File: src/rtl/fifo_pkg.sv
// Shared definitions for the async FIFO write side: default sizes,
// the binary-to-Gray helper and the burst-lock state type.
package fifo_pkg;

    localparam int DATASIZE_DEF = 8;
    localparam int ADDRSIZE_DEF = 4;

    // Burst lock state used when ARB_LOCK_EN is defined
    typedef enum logic {
        ST_OPEN   = 1'b0,
        ST_LOCKED = 1'b1
    } lock_state_t;

    // Reflected binary Gray code; callers size-cast to their pointer width
    function automatic logic [31:0] bin2gray(input logic [31:0] bin);
        return bin ^ (bin >> 1);
    endfunction

endpackage

File: src/rtl/rr_arbiter.sv
// Combinational round-robin arbiter. The search starts one past the last
// grant, so the most recently served requester has the lowest priority.
module rr_arbiter #(
    parameter  int NREQ = 4,
    localparam int IDW  = $clog2(NREQ)
) (
    input  logic [NREQ-1:0] req_i,
    input  logic [IDW-1:0]  last_i,
    input  logic            en_i,
    output logic [NREQ-1:0] grant_o,
    output logic [IDW-1:0]  grant_idx_o
);

    logic [IDW-1:0] idx;
    logic           found;

    // Walk the requesters in rotated order and grant the first valid one
    always_comb begin
        grant_o     = '0;
        grant_idx_o = last_i;
        found       = 1'b0;
        idx         = '0;
        for (int k = 1; k <= NREQ; k++) begin
            idx = IDW'((int'(last_i) + k) % NREQ);
            if (en_i && !found && req_i[idx]) begin
                found        = 1'b1;
                grant_o[idx] = 1'b1;
                grant_idx_o  = idx;
            end
        end
    end

endmodule

File: src/rtl/fifo_write_arbiter.sv
// Write-side controller of the async FIFO. Arbitrates the memory write
// port among NREQ requesters round-robin, owns the binary/Gray write
// pointer and computes a registered full flag from the synchronised
// read pointer.
// Optional feature: define ARB_LOCK_EN to keep the grant on one
// requester until it delivers a beat with req_last set.
module fifo_write_arbiter
    import fifo_pkg::*;
#(
    parameter int DATASIZE = DATASIZE_DEF,
    parameter int ADDRSIZE = ADDRSIZE_DEF,
    parameter int NREQ     = 4
) (
    input  logic                     wclk,
    input  logic                     wrst,
    input  logic [NREQ-1:0]          req_valid,
    input  logic [NREQ*DATASIZE-1:0] req_data,
    input  logic [NREQ-1:0]          req_last,
    output logic [NREQ-1:0]          req_ready,
    input  logic [ADDRSIZE:0]        wq2_rptr,
    output logic                     wclken,
    output logic [ADDRSIZE-1:0]      waddr,
    output logic [DATASIZE-1:0]      wdata,
    output logic                     wfull,
    output logic [ADDRSIZE:0]        wptr,
    output logic [$clog2(NREQ)-1:0]  grant_id
);

    localparam int IDW = $clog2(NREQ);
    localparam int PW  = ADDRSIZE + 1;

    logic [ADDRSIZE:0] wbin_q, wbin_d;
    logic [ADDRSIZE:0] wptr_q, wgray_d;
    logic              wfull_q, wfull_d;
    logic [IDW-1:0]    grantId_q, grantId_d;
    logic [NREQ-1:0]   arbReq;
    logic [NREQ-1:0]   grant;
    logic [IDW-1:0]    grantIdx;
    logic              arbEnable;
    logic              accept;

`ifdef ARB_LOCK_EN
    lock_state_t lock_q, lock_d;

    // While locked, only the requester holding the burst may compete
    always_comb begin
        arbReq = req_valid;
        if (lock_q == ST_LOCKED) begin
            arbReq = req_valid & (NREQ'(1) << grantId_q);
        end
    end

    // Lock on a non-final beat, release on the final beat of the burst
    always_comb begin
        lock_d = lock_q;
        if (accept) begin
            lock_d = req_last[grantIdx] ? ST_OPEN : ST_LOCKED;
        end
    end

    // Burst lock state register
    always_ff @(posedge wclk) begin
        if (wrst) begin
            lock_q <= ST_OPEN;
        end else begin
            lock_q <= lock_d;
        end
    end
`else
    logic unused_req_last;

    assign arbReq          = req_valid;
    assign unused_req_last = ^req_last;
`endif

    // No grants while full or in reset, so nothing can be written then
    assign arbEnable = !wfull_q && !wrst;

    rr_arbiter #(
        .NREQ(NREQ)
    ) u_arb (
        .req_i      (arbReq),
        .last_i     (grantId_q),
        .en_i       (arbEnable),
        .grant_o    (grant),
        .grant_idx_o(grantIdx)
    );

    assign req_ready = grant;
    assign accept    = |(req_valid & grant);
    assign wclken    = accept;
    assign wdata     = req_data[int'(grantIdx)*DATASIZE +: DATASIZE];
    assign waddr     = wbin_q[ADDRSIZE-1:0];
    assign wptr      = wptr_q;
    assign wfull     = wfull_q;
    assign grant_id  = grantId_q;

    // Next pointer, full test against the read pointer, and fairness update
    always_comb begin
        wbin_d    = wbin_q + {{ADDRSIZE{1'b0}}, accept};
        wgray_d   = PW'(bin2gray(32'(wbin_d)));
        wfull_d   = (wgray_d == {~wq2_rptr[ADDRSIZE:ADDRSIZE-1],
                                  wq2_rptr[ADDRSIZE-2:0]});
        grantId_d = accept ? grantIdx : grantId_q;
    end

    // Pointer, full flag and last-grant registers; reset wins over an accept
    always_ff @(posedge wclk) begin
        if (wrst) begin
            wbin_q    <= '0;
            wptr_q    <= '0;
            wfull_q   <= 1'b0;
            grantId_q <= IDW'(NREQ - 1);
        end else begin
            wbin_q    <= wbin_d;
            wptr_q    <= wgray_d;
            wfull_q   <= wfull_d;
            grantId_q <= grantId_d;
        end
    end

endmodule

File: config.mk
export PLATFORM = sky130hd
export DESIGN_NAME = fifo_write_arbiter
export DESIGN_NICKNAME = d
export VERILOG_FILES = /design/src/rtl/fifo_pkg.sv /design/src/rtl/rr_arbiter.sv /design/src/rtl/fifo_write_arbiter.sv
export SDC_FILE = /design/constraint.sdc
export NUM_CORES = 1
export LEC_CHECK = 0
export BUFFER_PORTS_ARGS = -buffer_cell sky130_fd_sc_hd__buf_2
export CAP_MARGIN = 20
export CORE_UTILIZATION = 25
export DETAILED_ROUTE_END_ITERATION = 7
export HOLD_SLACK_MARGIN = 0.06
export SLEW_MARGIN = 20
export SYNTH_ARGS = -nofsm -noshare
export SYNTH_HDL_FRONTEND = slang
export SYNTH_SLANG_ARGS = --single-unit
export TNS_END_PERCENT = 1
File: constraint.sdc
create_clock -name wclk -period 4.4 [get_ports wclk]
set_input_delay 0.44 -clock wclk [delete_from_list [all_inputs] [get_ports wclk]]
set_output_delay 0.44 -clock wclk [all_outputs]
set_load 0.01 [all_outputs]
==> summary.txt, run 1 <==
Critical path
  • R2R Setup Slk: 0.39 ns
  • FF-to-FF Start: grant_id[1]
  • Worst setup path startpoint: grant_id[1]
  • CP Class: reg -> reg
  • FF-to-FF End: wfull
  • WP data required: 4.52 ns
  • Nature of the critical path endpoint: flop
  • Crit path to: wfull
  • Worst-path maximum fanout: 6
  • FF-to-FF path depth: 17
  • Worst EP arrival: 4.14 ns
  • Worst setup SP type: flop

Clock tree
  • Clock Tree Buf Depth: 2
  • Worst-path clk slew: 0.05 ns
  • CTS root buffer: clkbuf_8
  • Clock sink count: 12
  • CTS buffer count: 3
  • Hold Buf Count CTS: 0
  • H-tree depth: 1
  • CTS tree: yes
  • Clock latency on the worst-skew pair: 0.24 ns

Synthesis
  • Number of synthesized register bits: 12
  • Post-synth top flop: dfxtp_1
  • Syn Std Cell Area: 1270 µm²
  • Fraction of registers with async set/reset: 0
  • Netlist cell types: 38
  • Syn nets: 186
  • Synthesized area per cell: 9.85 µm²
  • EDFF count, synth: 0
  • Post-Syn Instances: 129
  • Yosys warnings: 0
  • Sequential share of the synthesized area: 0.189

Global route
  • Initial antenna violation count: 0
  • Global route overflow: 0
  • Largest net degree at the start of global routing: 17
  • Number of global-route vias before repair: 1285
  • Gr usage total: 0.134
  • First-pass GRT wire length: 5.55 mm

Route
  • Antenna viol nets, final: 0
  • DR vias: 1316
  • Detailed-route wire length: 3.37 mm
  • DRT Pass-1 Iters: 4
  • DRC: 0
  • WL per Instance: 12.3 µm
  • Iter 0 DRT Violations: 34
  • DR vias/cell: 4.79

Pwr
  • Maximum vdd drop: 201 µV
  • Comb power frac: 0.749
  • P_sw: 429 µW
  • Sw Share: 0.419
  • Static Leak: 0.000928 µW
  • Seq pwr share: 0.134
  • Clock power frac: 0.116
  • Internal: 595 µW
  • PD cells: 566 nW/µm²

Layout
  • Fin nets: 266
  • Design Area, Final: 1810 µm²
  • Area delta synth->final: 42.5%
  • Non-filler cells, final: 275
  • Proportion of layout cells with a drive suffix above 1: 0.447
  • Antenna Cells: 0
  • Fillers: 513
  • Finished Core Util: 0.376

STA
  • Fin. Hold Viols: 0
  • Minimum clock period: 4.01 ns
  • Worst-Margin Slew: 0.634 ns
  • Slew headroom: 0.577
  • Max-slew violation count: 0
  • Fmax: 0.249 GHz
  • Clock Skews: 0.000566 ns
  • Sum Neg Setup Slack: 0 ns
  • RSZ-0062 raised after global routing: false
  • # setup viols final: 0
  • Fin crit share: 0.912

Floorplan
  • Die width: 73.3 µm
  • Die area: 5370 µm²
  • Initial Util: 0.264
  • Std cell rows: 25
  • Core area: 4820 µm²
  • Die Y-Extent: 73.3 µm
  • Total I/O pin count: 72

Placed design
  • Placer Congestion: 0.906
  • Placed Area: 1730 µm²
  • Dpl cells: 268
  • Buffers on Ports: 67
  • Dpl hpwl: 2.70 mm

Min path
  • HP Class: in -> reg

Run status
  • Status: completed

Run
  • MaxCap Viol Count: 0
through the flow:
step                setup WS, ns  hold slack [ns]  total power (µW)
floorplan                  0.244            0.512               654
global placement           0.367            0.594               874
detailed placement         0.338            0.625               880
CTS                        0.308            0.521              1000
global route              0.0208            0.554              1110
finish                     0.388            0.523              1020
state kept, by name (all words and copies together) (netlist names):
signal	count
wbin_q	5
grant_id	2
wfull	1
wptr	4
cell usage in the layout (no fill, tap or decap), types with 2 or more instances in the layout:
cell type and instances:
nor2_1 15, mux2i_1 4, nand2_1 8, a32o_1 2
a22oi_1 3, mux4_2 3, buf_2 67, a21oi_1 6
xnor2_1 5, a22o_1 4, nor3_1 2, dfxtp_1 12
inv_1 7, clkbuf_8 4, ha_1 10, nor2b_1 4
or2_2 3, nand3b_1 2, o21ai_0 4, xor2_1 6
nand3_1 3, buf_4 11, mux4_1 8
final cells by class:
type	instances	area [µm²]	share of cell area
clock buffer	4	55.1	0.0304
inverter	7	26.3	0.0145
multi-input combinational	107	988	0.546
sequential	12	240	0.133
tap	67	83.8	0.0463
timing repair buffer	78	418	0.231
critical path, stage by stage (launching register included):
cell and delay (ns):
dfxtp_1 0.32, inv_1 0.13, ha_1 0.42, mux4_2 0.35, buf_4 0.16, nor3b_4 0.32
a22o_1 0.22, a22oi_1 0.11, and3_4 0.21, inv_1 0.08, ha_1 0.17, ha_1 0.20
xor2_1 0.32, xnor2_1 0.22, nand2_1 0.08, nor3_1 0.17, a311oi_1 0.07, a2111oi_0 0.34
worst min path at each step:
stage,from,endpoint,cells after the start
final,wq2_rptr[3],wfull,3
after global routing,wq2_rptr[3],wfull,3
after CTS,wq2_rptr[3],wfull,3
after detailed placement,wbin_q[4],wbin_q[4],2
after global placement,wbin_q[4],wbin_q[4],2
after floorplan,wrst,wbin_q[0],1
kinds of logic after synthesis:
| family | after synthesis | synth area share |
|---|---|---|
| DFF | 12 | 0.189 |
| adders and majority gates | 10 | 0.0984 |
| AOI/OAI and AO/OA | 25 | 0.156 |
| xor gates and xnor gates | 11 | 0.0758 |
| buffers and inverters | 10 | 0.0384 |
| muxes | 16 | 0.259 |
| and+or+nand+nor | 45 | 0.184 |
synth_stat cells (2+ instances only):
master / number / area share
nor3_1: 2 / 0.0079
inv_1: 7 / 0.021
dfxtp_1: 12 / 0.19
o21ai_0: 4 / 0.016
nand3b_1: 2 / 0.012
a32o_1: 2 / 0.016
a21oi_1: 6 / 0.024
mux4_1: 8 / 0.17
ha_1: 10 / 0.098
a22oi_1: 3 / 0.018
nand2_1: 8 / 0.024
nor2_1: 15 / 0.044
or2_2: 3 / 0.015
a22o_1: 4 / 0.028
xnor2_1: 5 / 0.034
mux2i_1: 4 / 0.031
nor2b_1: 4 / 0.020
mux4_2: 3 / 0.053
nand3_1: 3 / 0.012
xor2_1: 6 / 0.041
metal layers:
layer | routed length, µm | vias up | track usage
met4 | 47 | 0 | 0.0342
li1 | - | 648 | -
met3 | 251 | 6 | 0.0357
met2 | 1530 | 68 | 0.224
met5 | 0 | - | 0
met1 | 1540 | 594 | 0.172
power by group through the flow:
stage	logic [µW]	registers, µW	clock network [µW]
finish	768	138	119
global route	841	140	128
CTS	744	138	122
detailed placement	740	140	0
global placement	735	140	0
floorplan	495	160	0
timing repair:
action                                  4_1_cts  5_1_grt
buffers inserted                              0        3
gates resized for setup                       0        1
endpoints found under the setup margin        0        1
(Power assumes the default switching activity.)
==> run 2, diff against run 1 <==
--- a/config.mk
+++ b/config.mk
@@ -10,6 +10,7 @@
 export CORE_UTILIZATION = 25
 export DETAILED_ROUTE_END_ITERATION = 7
 export HOLD_SLACK_MARGIN = 0.06
+export SETUP_SLACK_MARGIN = 0.5
 export SLEW_MARGIN = 20
 export SYNTH_ARGS = -nofsm -noshare
 export SYNTH_HDL_FRONTEND = slang
==> constraint.sdc (replaced) <==
create_clock -name wclk -period 3.5 [get_ports wclk]
set_input_delay 0.35 -clock wclk [delete_from_list [all_inputs] [get_ports wclk]]
set_output_delay 0.35 -clock wclk [all_outputs]
set_load 0.01 [all_outputs]
==> summary.txt, run 2 (synthesized netlist as in run 1, its figures left out) <==
Layout
  • Antenna Cells: 0 (unchanged)
  • Fin nets: 298 (was 266)
  • Design Area, Final: 2210 µm² (was 1810 µm²)
  • Most frequent cells in the layout: buf_2, buf_4, nor2_1 (was buf_2, nor2_1, dfxtp_1)
  • Proportion of layout cells with a drive suffix above 1: 0.600 (was 0.447)
  • Non-filler cells, final: 307 (was 275)
  • Most common cell after layout, fill and taps aside: buf_2 (unchanged)
  • Area delta synth->final: 74.0% (was 42.5%)
  • Biggest register: wbin_q (unchanged)
  • Max reg flops: 5 (unchanged)

Global route
  • Initial antenna violation count: 0 (unchanged)
  • Global route overflow: 0 (unchanged)
  • Largest net degree at the start of global routing: 13 (was 17)
  • First-pass GRT wire length: 6.51 mm (was 5.55 mm)
  • Number of global-route vias before repair: 1418 (was 1285)
  • Gr usage total: 0.158 (was 0.134)

Run status
  • Status: complete, but fails checks (was completed)
  • Failing checks: negative setup slack

STA
  • Hold_ws: 0.451 ns (was 0.523 ns)
  • Fmax: 0.282 GHz (was 0.249 GHz)
  • # setup viols final: 1 (was 0)
  • Minimum clock period: 3.54 ns (was 4.01 ns)
  • Clock Skews: 0.00126 ns (was 0.000566 ns)
  • Max-slew violation count: 0 (unchanged)
  • RSZ-0062 raised after global routing: true (was false)
  • Fin. Hold Viols: 0 (unchanged)
  • Slew headroom: 0.656 (was 0.577)
  • Fin crit share: 1.01 (was 0.912)
  • Worst-Margin Slew: 0.513 ns (was 0.634 ns)
  • Setup ws final: -0.0406 ns (was 0.388 ns)

Clock tree
  • Clock sink count: 12 (unchanged)
  • CTS buffer count: 3 (unchanged)
  • Clock latency on the worst-skew pair: 0.24 ns (about the same)
  • CTS tree: yes (unchanged)
  • H-tree depth: 1 (unchanged)
  • CTS root buffer: clkbuf_8 (unchanged)
  • Clock Tree Buf Depth: 2 (unchanged)
  • Worst-path clk slew: 0.05 ns (about the same)

Min path
  • Hold path start: wq2_rptr[3] (unchanged)
  • HP Class: in -> reg (unchanged)
  • Hold Path Sink: wfull (unchanged)
  • Hold path depth: 3 (unchanged)

Route
  • Met2 wire len: 2.05 mm (was 1.53 mm)
  • DRT Pass-1 Iters: 4 (unchanged)
  • Antenna viol nets, final: 0 (unchanged)
  • Metal3 WL: 164 µm (was 251 µm)
  • Top Metal Used: met4 (unchanged)
  • DR vias: 1472 (was 1316)
  • Iter 0 DRT Violations: 92 (was 34)
  • DRC: 0 (unchanged)
  • Detailed-route wire length: 4.07 mm (was 3.37 mm)
  • DR vias/cell: 4.79 (about the same)
  • Wl on met1: 1.82 mm (was 1.54 mm)
  • WL per Instance: 13.3 µm (was 12.3 µm)

Critical path
  • FF-to-FF path depth: 14 (was 17)
  • Worst EP arrival: 3.67 ns (was 4.14 ns)
  • CP Class: reg -> reg (unchanged)
  • Worst-path maximum fanout: 6 (unchanged)
  • Slowest cell on the critical path: or3_1 (was ha_1)
  • WP data required: 3.63 ns (was 4.52 ns)
  • CP dominant cell by count: ha_4 (was ha_1)
  • R2R Setup Slk: -0.04 ns (was 0.39 ns)
  • Worst setup SP type: flop (unchanged)
  • Worst path bufs/invs: 2 (was 3)
  • Crit-path cells: clkinvlp_4, ha_4, mux4_2, nor3b_4, a22o_1, a22oi_2, and3_4, inv_4, ha_4, ha_4, xor2_4, xor2_1, or3_1, a2111oi_2 (was inv_1, ha_1, mux4_2, buf_4, nor3b_4, a22o_1, a22oi_1, and3_4, inv_1, ha_1, ha_1, xor2_1, xnor2_1, nand2_1, nor3_1, a311oi_1, a2111oi_0)
  • FF-to-FF Start: grant_id[0] (was grant_id[1])
  • Nature of the critical path endpoint: flop (unchanged)
  • Top delay family on crit path: simple AND/OR/NAND/NOR gates (was adder cells)
  • FF-to-FF End: wfull (unchanged)
  • Max incr delay on CP: 0.37 ns (was 0.42 ns)

Placed design
  • Dpl ws: -0.280 ns (was 0.338 ns)
  • Buffers on Ports: 67 (unchanged)
  • Dpl hpwl: 3.15 mm (was 2.70 mm)
  • Placed Area: 2030 µm² (was 1730 µm²)
  • Placer Congestion: 0.880 (was 0.906)
  • Dpl cells: 293 (was 268)

Floorplan
  • Die area: 5370 µm² (unchanged)
  • Die width: 73.3 µm (unchanged)
  • Initial Util: 0.264 (unchanged)
  • Core area: 4820 µm² (unchanged)
  • Die Y-Extent: 73.3 µm (unchanged)
  • Std cell rows: 25 (unchanged)
  • Total I/O pin count: 72 (unchanged)

Pwr
  • Maximum vdd drop: 392 µV (was 201 µV)
  • Static Leak: 0.00108 µW (was 0.000928 µW)
  • PD cells: 684 nW/µm² (was 566 nW/µm²)

Run
  • MaxCap Viol Count: 0 (unchanged)
run 2: changes by cell type in the layout (fill, tap and decap cells not counted), moves of 3 or more:
cell | previous run | this run
ha_1 | 10 | 7
xor2_1 | 6 | 3
a22oi_2 | 0 | 3
buf_4 | 11 | 42
a22oi_1 | 3 | 0
xnor2_1 | 5 | 2
ha_4 | 0 | 3
xnor2_2 | 0 | 3
run 2: worst max path at each step:
stage / end / start / cells after the start
2_1_floorplan: wfull / grant_id[0] / 17
3_3_place_gp: wfull / grant_id[0] / 15
3_5_place_dp: wfull / grant_id[0] / 15
4_1_cts: wfull / grant_id[0] / 14
5_1_grt: wfull / grant_id[0] / 14
6_report: wfull / grant_id[0] / 14
run 2: report_power, final:
part / internal [µW] / switching (µW)
sequential: 165 / 16.5
combinational: 644 / 555
clock: 80.3 / 51.8
run 2: what timing repair did:
action                                  4_1_cts  5_1_grt
hold buffers                                  0        0
resized for setup                             6        3
endpoints found under the setup margin       15       16
pin swaps                                    10        2
gates cloned                                  1        0
setup buffers                                 8        1
run 2: routing by layer:
metal,global-route usage,vias up
li1,-,719
met1,0.208,704
met2,0.277,45
met3,0.0151,4
met4,0.0449,0
met5,0,-
run 2: worst reg2reg max path: cells and delay by family (launching register included):
family                   cells  cell delay (ns)
XOR/XNOR                     2             0.33
flip-flops                   1             0.35
multiplexers                 1             0.36
AO/OA/AOI/OAI                3             0.81
adder cells (fa/ha/maj)      3             0.64
AND/OR/NAND/NOR              3             0.81
buffers and inverters        2             0.14
run 2: area by class of cell:
| type | instances | area (µm²) |
|---|---|---|
| Fill cell | 479 | 2610 |
| Multi-Input combinational cell | 108 | 1150 |
| Timing Repair Buffer | 109 | 651 |
| Sequential cell | 12 | 245 |
| Tap cell | 67 | 83.8 |
| Clock buffer | 4 | 45.0 |
| Inverter | 7 | 32.5 |
run 2: per-stage QoR:
step	util	setup TNS, ns	total power [µW]
after floorplan	-	-0.138	906
after global placement	0.421	-0.200	1240
after detailed placement	0.421	-0.280	1260
after CTS	0.455	-0.0262	1490
after global routing	0.459	-0.251	1610
final	0.459	-0.0406	1510
==> run 3, diff against run 2 <==
==> constraint.sdc (replaced) <==
create_clock -name wclk -period 3.5 [get_ports wclk]
set_input_delay 0.35 -clock wclk [delete_from_list [all_inputs] [get_ports wclk]]
set_output_delay 0.35 -clock wclk [all_outputs]
set_load 0.05 [all_outputs]
==> summary.txt, run 3 (synthesized netlist as in run 1, its figures left out) <==
Critical path
  • CP Class: reg -> reg (unchanged)
  • WP data required: 3.63 ns (about the same)
  • Worst setup SP type: flop (unchanged)
  • Nature of the critical path endpoint: flop (unchanged)
  • Worst-path maximum fanout: 9 (was 6)
  • Worst EP arrival: 3.77 ns (was 3.67 ns)

Layout
  • Area delta synth->final: 77.9% (was 74.0%)
  • Non-filler cells, final: 296 (was 307)
  • Antenna Cells: 0 (unchanged)
  • Design Area, Final: 2260 µm² (was 2210 µm²)
  • Max reg flops: 5 (unchanged)
  • Biggest register: wbin_q (unchanged)
  • Most common cell after layout, fill and taps aside: buf_2 (unchanged)
  • Most frequent cells in the layout: buf_2, buf_4, nor2_1 (unchanged)
  • Finished Core Util: 0.469 (was 0.459)
  • Proportion of layout cells with a drive suffix above 1: 0.624 (was 0.600)
  • Fin nets: 288 (was 298)
  • Fillers: 484 (was 479)

STA
  • Minimum clock period: 3.65 ns (was 3.54 ns)
  • Slew headroom: 0.682 (was 0.656)
  • Max-slew violation count: 0 (unchanged)
  • # setup viols final: 1 (unchanged)
  • RSZ-0062 raised after global routing: true (unchanged)
  • Fin crit share: 1.04 (was 1.01)
  • Fin. Hold Viols: 0 (unchanged)
  • Fmax: 0.274 GHz (was 0.282 GHz)
  • Clock Skews: 0.00210 ns (was 0.00126 ns)
  • Worst-Margin Slew: 0.475 ns (was 0.513 ns)
  • Setup ws final: -0.147 ns (was -0.0406 ns)

Clock tree
  • Clock sink count: 12 (unchanged)
  • CTS tree: yes (unchanged)
  • H-tree depth: 1 (unchanged)
  • Clock latency on the worst-skew pair: 0.23 ns (was 0.24 ns)
  • CTS root buffer: clkbuf_8 (unchanged)
  • Clock Tree Buf Depth: 2 (unchanged)
  • CTS buffer count: 3 (unchanged)
  • Postcts setup bufs: 0 (was 8)
  • Worst-path clk slew: 0.05 ns (about the same)

Floorplan
  • Die area: 5370 µm² (unchanged)
  • Std cell rows: 25 (unchanged)
  • Total I/O pin count: 72 (unchanged)
  • Initial Util: 0.264 (unchanged)
  • Die width: 73.3 µm (unchanged)
  • Core area: 4820 µm² (unchanged)
  • Die Y-Extent: 73.3 µm (unchanged)

Route
  • DR vias/cell: 4.73 (was 4.79)
  • DRT Pass-1 Iters: 4 (unchanged)
  • Iter 0 DRT Violations: 100 (was 92)
  • Detailed-route wire length: 3.93 mm (was 4.07 mm)
  • Antenna viol nets, final: 0 (unchanged)
  • DR vias: 1400 (was 1472)
  • WL per Instance: 13.3 µm (about the same)
  • DRC: 0 (unchanged)

Pwr
  • PD cells: 941 nW/µm² (was 684 nW/µm²)
  • Maximum vdd drop: 705 µV (was 392 µV)
  • Static Leak: 0.00104 µW (was 0.00108 µW)
  • Power, Total: 2130 µW (was 1510 µW)
  • Comb power frac: 0.858 (was 0.793)
  • Seq pwr share: 0.087 (was 0.120)
  • P_sw: 1050 µW (was 624 µW)
  • Internal: 1080 µW (was 889 µW)
  • Sw Share: 0.492 (was 0.412)
  • Clock power frac: 0.055 (was 0.087)

Placed design
  • Dpl cells: 293 (unchanged)
  • Dpl hpwl: 3.06 mm (was 3.15 mm)
  • Placer Congestion: 0.791 (was 0.880)
  • Buffers on Ports: 67 (unchanged)
  • Dpl ws: -0.248 ns (was -0.280 ns)
  • Placed Area: 2040 µm² (was 2030 µm²)

Run status
  • Status: complete, but fails checks (unchanged)
  • Failing checks: negative setup slack (unchanged)

Global route
  • First-pass GRT wire length: 6.26 mm (was 6.51 mm)
  • Global route overflow: 0 (unchanged)
  • GR Layer Usage met3: 0.0206 (was 0.0151)
  • Gr usage total: 0.152 (was 0.158)
  • Number of global-route vias before repair: 1315 (was 1418)
  • Gr busiest metal: met2 (unchanged)
  • Routing usage on met2: 0.258 (was 0.277)
  • Initial antenna violation count: 0 (unchanged)
  • Largest net degree at the start of global routing: 15 (was 13)
  • M1 GR Usage: 0.207 (was 0.208)

Min path
  • HP Class: in -> reg (unchanged)

Run
  • MaxCap Viol Count: 0 (unchanged)
## run 3: changes by cell type in the layout (fill, tap and decap cells not counted), moves of 2 or more
cell and change:
mux4_1 -9, buf_8 +9, buf_12 +2, buf_4 -15, buf_6 +4, mux4_2 +8, buf_2 -10
## run 3: path summary, 6_finish.rpt
check	start	to	slack, ns	cells past startpoint
setup / recovery	grant_id[0]	wfull	-0.15	16
setup reg to reg	grant_id[0]	wfull	-0.15	16
hold / removal	wrst	wbin_q[4]	0.52	3
hold reg to reg	grant_id[0]	grant_id[0]	0.69	3
## run 3: power groups by stage
| stage | combinational, µW | clock, µW | sequential, µW |
|---|---|---|---|
| floorplan | 1010 | 0 | 281 |
| global placement | 1490 | 0 | 187 |
| detailed placement | 1500 | 0 | 188 |
| CTS | 1760 | 120 | 186 |
| global route | 1930 | 128 | 187 |
| finish | 1830 | 117 | 186 |
## run 3: timing repair
action                                  4_1_cts  5_1_grt
hold buffers                                  0        0
pin swaps                                    10        9
gates resized for setup                      44       12
endpoints found under the setup margin       17       19
## run 3: stage by stage
stage	hold WS (ns)	TNS [ns]
3_3_place_gp	0.655	-0.244
3_5_place_dp	0.670	-0.248
5_1_grt	0.535	-0.321
2_1_floorplan	0.422	-0.911
4_1_cts	0.471	-0.112
6_report	0.520	-0.147
## run 3: layout make-up
type	count	area [µm²]	area share
sequential	12	248	0.110
timing repair buffer	100	716	0.317
multi-input combinational	107	1140	0.504
clock buffer	3	41.3	0.0183
inverter	7	33.8	0.0149
tap	67	83.8	0.0371
## run 3: layer usage
layer	vias to the layer above	routed length, µm
li1	686	-
met1	672	1830
met2	38	1910
met3	4	157
met4	0	23
met5	-	0
## run 3: worst max-delay path: stages (launching register included)
cell	delay [ns]
dfxtp_4	0.36
clkinvlp_4	0.10
ha_4	0.29
mux4_2	0.37
buf_12	0.17
nand2_1	0.05
o21ai_1	0.09
a32o_1	0.24
nor2_2	0.14
and3_4	0.23
clkinvlp_4	0.11
ha_4	0.18
ha_4	0.18
xor2_4	0.17
xor2_1	0.17
or3_4	0.39
a2111oi_4	0.31
